## config.mk

```make
export PLATFORM = sky130hd
export DESIGN_NAME = tft_pattern_gen
export DESIGN_NICKNAME = d
export VERILOG_FILES = /design/src/rtl/tft_pattern_gen.sv
export SDC_FILE = /design/constraint.sdc
export NUM_CORES = 1
export LEC_CHECK = 0
export CAP_MARGIN = 20
export CORE_MARGIN = 2
export CORE_UTILIZATION = 50
export CTS_BUF_LIST = sky130_fd_sc_hd__clkbuf_8
export CTS_CLUSTER_SIZE = 16
export DETAILED_ROUTE_END_ITERATION = 8
export MAX_ROUTING_LAYER = met4
export PLACE_DENSITY = 0.79
export SYNTH_ARGS = -nofsm -noshare
export SYNTH_HDL_FRONTEND = slang
export SYNTH_SLANG_ARGS = --single-unit
```

## constraint.sdc

```tcl
create_clock -name i_sysclk -period 3.7 [get_ports i_sysclk]
set_input_delay 0.74 -clock i_sysclk [delete_from_list [all_inputs] [get_ports i_sysclk]]
set_output_delay 0.74 -clock i_sysclk [all_outputs]
set_load 0.05 [all_outputs]
```

## src/rtl/tft_pattern_gen.sv

```systemverilog
// Self-timed test-pattern pixel source for the TFT MPU-interface path.
// Streams full frames over a valid/ready handshake, single-shot or continuous.
//
// state     | meaning
// IDLE      | waiting for a start request with non-zero geometry
// WAIT_INIT | configuration latched, holding until panel init completes
// RUN       | streaming pixels, one per accepted transfer
// DONE      | one-cycle gap after the final frame
module tft_pattern_gen #(
  parameter int MAX_HRES        = 512,
  parameter int MAX_VRES        = 1024,
  parameter int COLOR_PRECISION = 8,
  parameter int CHECKER_LOG2    = 3,
  parameter int FRAME_CNT_WIDTH = 16,
  localparam int HW = $clog2(MAX_HRES),
  localparam int VW = $clog2(MAX_VRES),
  localparam int CP = COLOR_PRECISION,
  localparam int PW = 3 * COLOR_PRECISION
) (
  input  logic                       i_sysclk,
  input  logic                       i_arstn,
  input  logic                       i_init_done,
  input  logic                       i_start,
  input  logic                       i_stop,
  input  logic                       i_continuous,
  input  logic [2:0]                 i_mode,
  input  logic [HW-1:0]              i_width,
  input  logic [VW-1:0]              i_height,
  input  logic [PW-1:0]              i_fg_rgb,
  input  logic [PW-1:0]              i_bg_rgb,
  input  logic                       i_ready,
  output logic                       o_de,
  output logic [PW-1:0]              o_rgb,
  output logic [HW-1:0]              o_x,
  output logic [VW-1:0]              o_y,
  output logic                       o_sof,
  output logic                       o_eof,
  output logic                       o_busy,
  output logic [FRAME_CNT_WIDTH-1:0] o_frame_cnt
);

  typedef enum logic [1:0] {IDLE, WAIT_INIT, RUN, DONE} state_t;

  state_t state, state_next;

  logic [2:0]                 cfg_mode;
  logic [HW-1:0]              cfg_w;
  logic [VW-1:0]              cfg_h;
  logic [PW-1:0]              cfg_fg;
  logic [PW-1:0]              cfg_bg;
  logic                       cfg_cont;
  logic [HW-1:0]              bar_w;
  logic [HW-1:0]              x;
  logic [VW-1:0]              y;
  logic [HW-1:0]              bar_cnt;
  logic [3:0]                 bar_idx;
  logic                       stop_pending;
  logic [FRAME_CNT_WIDTH-1:0] frame_cnt;

  logic          geom_ok;
  logic          load_cfg;
  logic          xfer;
  logic          x_last;
  logic          y_last;
  logic          last_pix;
  logic [HW-1:0] bw_in;
  logic [PW-1:0] pix;
  logic [PW-1:0] bar_rgb;
  logic [CP-1:0] grey_x;
  logic [CP-1:0] grey_y;
  logic          border;

  assign geom_ok  = (i_width != '0) && (i_height != '0);
  assign xfer     = (state == RUN) && i_ready;
  assign x_last   = (x == cfg_w - HW'(1));
  assign y_last   = (y == cfg_h - VW'(1));
  assign last_pix = xfer && x_last && y_last;
  // Bar width is W/8, never below one column so the bar counter always advances.
  assign bw_in    = (i_width[HW-1:3] == '0) ? HW'(1) : (i_width >> 3);

  always_ff @(posedge i_sysclk or negedge i_arstn) begin
    if (!i_arstn) state <= IDLE;
    else          state <= state_next;
  end

  always_comb begin
    state_next = state;
    load_cfg   = 1'b0;
    case (state)
      IDLE: begin
        if (i_start && geom_ok) begin
          load_cfg   = 1'b1;
          state_next = i_init_done ? RUN : WAIT_INIT;
        end
      end
      WAIT_INIT: begin
        if (i_stop)           state_next = IDLE;
        else if (i_init_done) state_next = RUN;
      end
      RUN: begin
        if (last_pix) begin
          // A stop arriving on the final pixel still ends the stream here.
          if (cfg_cont && !stop_pending && !i_stop && geom_ok) load_cfg   = 1'b1;
          else                                                 state_next = DONE;
        end
      end
      DONE:    state_next = IDLE;
      default: state_next = IDLE;
    endcase
  end

  always_ff @(posedge i_sysclk or negedge i_arstn) begin
    if (!i_arstn) begin
      cfg_mode     <= '0;
      cfg_w        <= '0;
      cfg_h        <= '0;
      cfg_fg       <= '0;
      cfg_bg       <= '0;
      cfg_cont     <= 1'b0;
      bar_w        <= '0;
      x            <= '0;
      y            <= '0;
      bar_cnt      <= '0;
      bar_idx      <= '0;
      stop_pending <= 1'b0;
      frame_cnt    <= '0;
    end else begin
      if (state == RUN && i_stop) stop_pending <= 1'b1;
      if (last_pix) frame_cnt <= frame_cnt + FRAME_CNT_WIDTH'(1);
      if (load_cfg) begin
        cfg_mode     <= i_mode;
        cfg_w        <= i_width;
        cfg_h        <= i_height;
        cfg_fg       <= i_fg_rgb;
        cfg_bg       <= i_bg_rgb;
        cfg_cont     <= i_continuous;
        bar_w        <= bw_in;
        x            <= '0;
        y            <= '0;
        bar_cnt      <= bw_in - HW'(1);
        bar_idx      <= '0;
        stop_pending <= 1'b0;
      end else if (xfer) begin
        if (x_last) begin
          x       <= '0;
          y       <= y_last ? '0 : y + VW'(1);
          bar_cnt <= bar_w - HW'(1);
          bar_idx <= '0;
        end else begin
          x <= x + HW'(1);
          if (bar_cnt == '0) begin
            bar_cnt <= bar_w - HW'(1);
            if (bar_idx != 4'd8) bar_idx <= bar_idx + 4'd1;
          end else begin
            bar_cnt <= bar_cnt - HW'(1);
          end
        end
      end
    end
  end

  // Bar colour bits: R off for bars 2,3,6,7; G off for 4..7; B off for odd bars.
  assign bar_rgb = (bar_idx < 4'd8) ?
                   {{CP{~bar_idx[1]}}, {CP{~bar_idx[2]}}, {CP{~bar_idx[0]}}} : '0;
  assign grey_x  = CP'(x);
  assign grey_y  = CP'(y);
  assign border  = (x == '0) || x_last || (y == '0) || y_last;

  always_comb begin
    pix = cfg_bg;
    case (cfg_mode)
      3'd0:    pix = cfg_fg;
      3'd1:    pix = bar_rgb;
      3'd2:    pix = (x[CHECKER_LOG2] ^ y[CHECKER_LOG2]) ? cfg_fg : cfg_bg;
      3'd3:    pix = {3{grey_x}};
      3'd4:    pix = {3{grey_y}};
      3'd5:    pix = border ? cfg_fg : cfg_bg;
      default: pix = cfg_bg;
    endcase
  end

  assign o_de        = (state == RUN);
  assign o_rgb       = o_de ? pix : '0;
  assign o_x         = x;
  assign o_y         = y;
  assign o_sof       = o_de && (x == '0) && (y == '0);
  assign o_eof       = o_de && x_last && y_last;
  assign o_busy      = (state != IDLE);
  assign o_frame_cnt = frame_cnt;

endmodule
```

After elaboration in Yosys (flattened, before gate mapping). Index checks and enable logic that the tools add are counted.

Register bits: 131. Bits in latches: 0. Memory bits (writable): 0. Bits in read-only memories: 0. Bits of input ports: 77. Word-level logic and storage cells: 113. Memories: 0.

Add/sub/neg operators: 9. $mul: 0. Divide/modulo/power cells: 0. $lt $le $gt $ge: 1. Equality and inequality tests: 15. Shifts and indexed selects: 0. Multiplexer cells: 35. Bitwise gates (word level): 4. Reductions and logical operators: 35.

Operators by type and width (number): case mux 24 bit (6 select lines) (1); two-way mux 24 bit (4); two-way mux 9 bit (7); two-way mux 10 bit (4); subtractor 9 x 1 -> 9 bit, second input constant (3); two-way mux 4 bit (5); logical NOT 9 bit (2); adder 16 x 1 -> 16 bit, second input constant (1); logical AND 1 bit (13); two-way mux 2 bit (6); adder 10 x 1 -> 10 bit, second input constant (1); == test 10 bit (1); logical NOT 10 bit (1); nonzero test 10 bit (1); subtractor 10 x 1 -> 10 bit, second input constant (1); adder 9 x 1 -> 9 bit, second input constant (1); == test 9 bit (1); nonzero test 9 bit (1); case mux 2 bit (4 select lines) (1); nonzero test 2 bit (4); subtractor 6 x 1 -> 7 bit, second input constant (1); == test 3 x 2 -> 1 bit, second input constant (2); == test 3 bit, second input constant (2); logical NOT 6 bit (1); 22 further kinds (34).

Depth between registers and ports, before layout.
Depth in word-level cells: 9. Mapped depth: 14.

Worst setup path before layout. No wires, ideal clock.

Path type: register -> output. Start: register cfg_w[0]. End: output port o_rgb[10]. Arrival: 3.497 ns. Required time: 2.960 ns. Path slack: -0.537 ns. Stages on the path, launching flop included: 13. Buffers on the path: 2. Cells stage by stage: dfrtp_1 -> inv_1 -> ha_1 -> or3b_1 -> clkbuf_1 -> or4_4 -> a211oi_4 -> o2111ai_4 -> o221ai_4 -> buf_6 -> mux2_1 -> a221oi_1 -> nor2_1.

Cells in the longest elaborated chain, start to end: 8.

Ends and longest elaborated chain: start: declaration (line 47) `logic [HW-1:0] cfg_w;`; start signal: assignment (line 132) `cfg_w <= i_width;`; subtractor 9 x 1 -> 9 bit (line 75) `assign x_last = (x == cfg_w - HW'(1));`; == test 9 bit (line 75); logical OR 1 bit (3 in a row) (line 167) `assign border = (x == '0) || x_last || (y == '0) || y_last;`; two-way mux 24 bit (line 177) `3'd5: pix = border ? cfg_fg : cfg_bg;`; case mux 24 bit (6 select lines) (line 171) `case (cfg_mode)`; two-way mux 24 bit (line 183) `assign o_rgb = o_de ? pix : '0;`; end: declaration (line 33) `output logic [PW-1:0] o_rgb,`.

No other way between the ends.

Worst setup path in the final report.
Start: register cfg_w[1]. End: output port o_rgb[9].

The elaborated chain is that of the path after synthesis.

==> flow_summary.yaml <==
run_status:
  status: "complete, but fails checks"
  violations: "negative setup slack"
worst_setup_path:
  critPathRequiredTime_ns: 2.96
  cp_num_buf_inv: 4
  cpMostUsedCell: "buf_6"
  max_stage_delay_ns: 0.44
  cpLargestDelayFamily: "compound AO/OA/AOI/OAI gates"
  worstPathCellList: "inv_2 -> ha_4 -> or3b_4 -> or4_4 -> a211oi_4 -> o2111ai_4 -> o221ai_4 -> buf_6 -> buf_16 -> mux2_4 -> a221oi_4 -> nor2_4 -> buf_6"
  cp-end-kind: "output port"
  cp_data_arrival_time_ns: 3.76
  start_kind: "flip-flop"
  crit_slowest_cell: "or4_4"
  crit_type: "flip-flop to output port"
  crit_fanout: 6
finish:
  area_growth_pct: 41.2
  final_cell_mix: "128 x dfrtp_1, 113 x clkdlybuf4s50_1, 67 x buf_4"
  fin_nets: 1090
  final_common_cell: "dfrtp_1"
  filler_cell_count: 1154
  fin_area_mm2: 0.0114
  drive_gt1_frac: 0.300
sta:
  final.min_clock_period_ns: 4.50
  holdWs_ns: 0.305
  finalWorstSetupSlack_ns: -0.802
  max_freq_mhz: 222
  finClkSkew_ns: 0.0163
  rsz0062_at_grt: "true"
  min_period_over_period: 1.22
  maxSlewHeadroom: 0.408
  tns_ns: -18.05
  report.final.slew_viol_count: 0
  finalHoldViolCount: 0
  finalSetupViolCount: 25
  worst_slew_pin_slew_ns: 0.886
routing:
  drtIter0Drc: 591
  routedWlPerCell_um: 20.2
  wl_mm: 24.8
  drc_errors: 0
  vias: 7470
  drtPass1Iterations: 5
  via_per_inst: 6.06
  ant_nets: 0
grt:
  grt_pass1_vias: 7563
  antenna_found_initial: 0
  grt_pass1_wl_mm: 40.3
  overflow: 0
  grt_max_degree: 85
  grtUsageTotal: 0.301
clock_network:
  cts_made_buffers: 17
  clock_sinks: 128
  clk_latency_ns: 0.45
  cts-htree-levels: 4
  clockBufferDepth: 2
  clk_pin_slew_worst_paths_ns: 0.08
  ctsRootBufferMaster: "clkbuf_8"
  cts_tree: "built"
synth:
  netlist_instances: 810
  ys_types: 74
  async_flop_share: 1.00
  synth_ff_type: "dfrtp_1"
  syn-num-nets: 898
  synth.ff_latch_count: 128
  synth_edf_count: 0
  ys_seq_area_frac: 0.395
  synth-warning-count: 0
  synth_area_mm2: 0.00811
  syn_avg_cell_area_um2: 10.0
placement:
  hpwlAfterDp_mm: 16.2
  placed_area_mm2: 0.0104
  place_congestion: 0.890
  dp_slack_ns: -0.376
  numPortBuffers: 139
power:
  power_mw: 10.7
  p_leak_nw: 4.76
  power_density_mw_per_mm2: 931
  peakVddDrop_mv: 0.543
die:
  core-area_mm2: 0.0159
  core.rowCount: 46
  dieArea_mm2: 0.0172
  die_h_um: 131
  start_util: 0.510
  ioPinCount: 140
  die_w_um: 131
hold_path:
  hp-class: "primary input to asynchronous set/reset pin"
run:
  maxCapViolations: 0
[kinds of logic (layout without fill, tap and decap cells)]
group | count (synthesis) | after routing | share of synthesized area
buffers and inverters | 69 | 274 | 0.0454
AND/OR/NAND/NOR | 245 | 245 | 0.161
AO/OA/AOI/OAI | 183 | 183 | 0.160
other | 0 | 1 | 0
flip-flops | 128 | 128 | 0.395
multiplexers | 121 | 121 | 0.164
XOR/XNOR | 52 | 52 | 0.0562
adder cells (fa/ha/maj) | 12 | 12 | 0.0182
[flip-flops by register name (all words and copies together), names as in the netlist, 2 cells and up]
signal / cells
cfg_fg: 24
cfg_bg: 24
bar_w: 6
bar_cnt: 9
state: 2
o_frame_cnt: 16
cfg_h: 10
cfg_w: 9
bar_idx: 4
o_y: 10
cfg_mode: 3
o_x: 9
[where the power goes]
group	internal [mW]	switching [mW]	total, mW
clock	0.744	0.627	1.37
sequential	1.93	0.611	2.54
combinational	3.14	3.61	6.75
total	5.81	4.85	10.7
[timing repair]
action | CTS | global route
gates resized for setup | 63 | 14
setup endpoints to repair | 25 | 25
setup buffers | 6 | 11
cloned | 3 | 0
pin swaps | 31 | 16
hold buffers | 0 | 0
[cell usage after synthesis, types with 5 or more instances]
master	number	area (µm²)
dfrtp_1	128	3200
mux2_2	65	732
nor2_1	65	244
o21ai_0	58	290
nand2_1	44	165
mux2i_1	29	290
xnor2_1	28	245
clkbuf_1	27	101
mux2_1	27	304
nand3_1	24	120
xor2_1	24	210
inv_1	23	86.3
a21oi_1	22	110
o211ai_1	22	165
a221oi_1	21	184
nor3_1	20	100
or3_1	13	81.3
ha_1	11	138
a22oi_1	10	75.1
and3_1	10	62.6
buf_6	10	113
a31oi_1	8	50.1
nand4_1	8	50.1
nor2b_1	7	43.8
nor4_1	7	43.8
nand3b_1	6	45.0
and2_1	5	31.3
o21ai_1	5	25.0
or2_2	5	31.3
[routing by layer]
| metal | vias to the layer above | track usage | routed length, µm | part of all wire |
|---|---|---|---|---|
| met5 | - | - | 0 | 0 |
| met4 | 0 | 0.118 | 836 | 0.034 |
| met3 | 68 | 0.0772 | 1640 | 0.066 |
| met2 | 306 | 0.474 | 12200 | 0.49 |
| met1 | 3714 | 0.372 | 10200 | 0.41 |
| li1 | 3382 | - | - | - |
[cell type report]
type,count,area [µm²],share of cell area
Multi-Input combinational cell,613,5240,0.458
Sequential cell,128,3200,0.280
Timing Repair Buffer,219,2200,0.193
Tap cell,216,270,0.0236
Clock buffer,17,234,0.0204
Clock inverter,15,208,0.0181
Inverter,23,86.3,0.00754
Antenna cell,1,2.50,0.000219
[path summary, 6_finish.rpt]
path / slack [ns] / to / depth (start not counted) / from
setup / recovery: -0.80 / o_rgb[9] / 13 / cfg_w[1]
hold / removal: 0.30 / cfg_fg[19] / 1 / i_arstn
setup reg to reg: 0.14 / cfg_h[6] / 13 / cfg_w[1]
hold reg to reg: 0.47 / o_frame_cnt[15] / 1 / o_frame_cnt[15]
max in group asynchronous: 2.51 / cfg_bg[3] / 2 / i_arstn
min in group i_sysclk: 0.47 / o_frame_cnt[15] / 1 / o_frame_cnt[15]
[worst register-to-register path: stages, from the launching register on]
cell       delay, ns
dfrtp_1         0.40
inv_2           0.08
ha_4            0.13
or3b_4          0.37
or4_4           0.44
a211oi_4        0.27
o2111ai_4       0.20
buf_4           0.19
buf_6           0.12
nor2_4          0.13
buf_4           0.15
a31o_4          0.32
buf_4           0.26
mux2_2          0.36
[metrics by stage]
stage               cells  utilization
detailed placement   1179        0.657
global route         1231        0.720
floorplan             810            -
finish               1232        0.721
CTS                  1220        0.710
global placement     1179        0.657
Note: power is estimated with default switching activity, not from simulation.
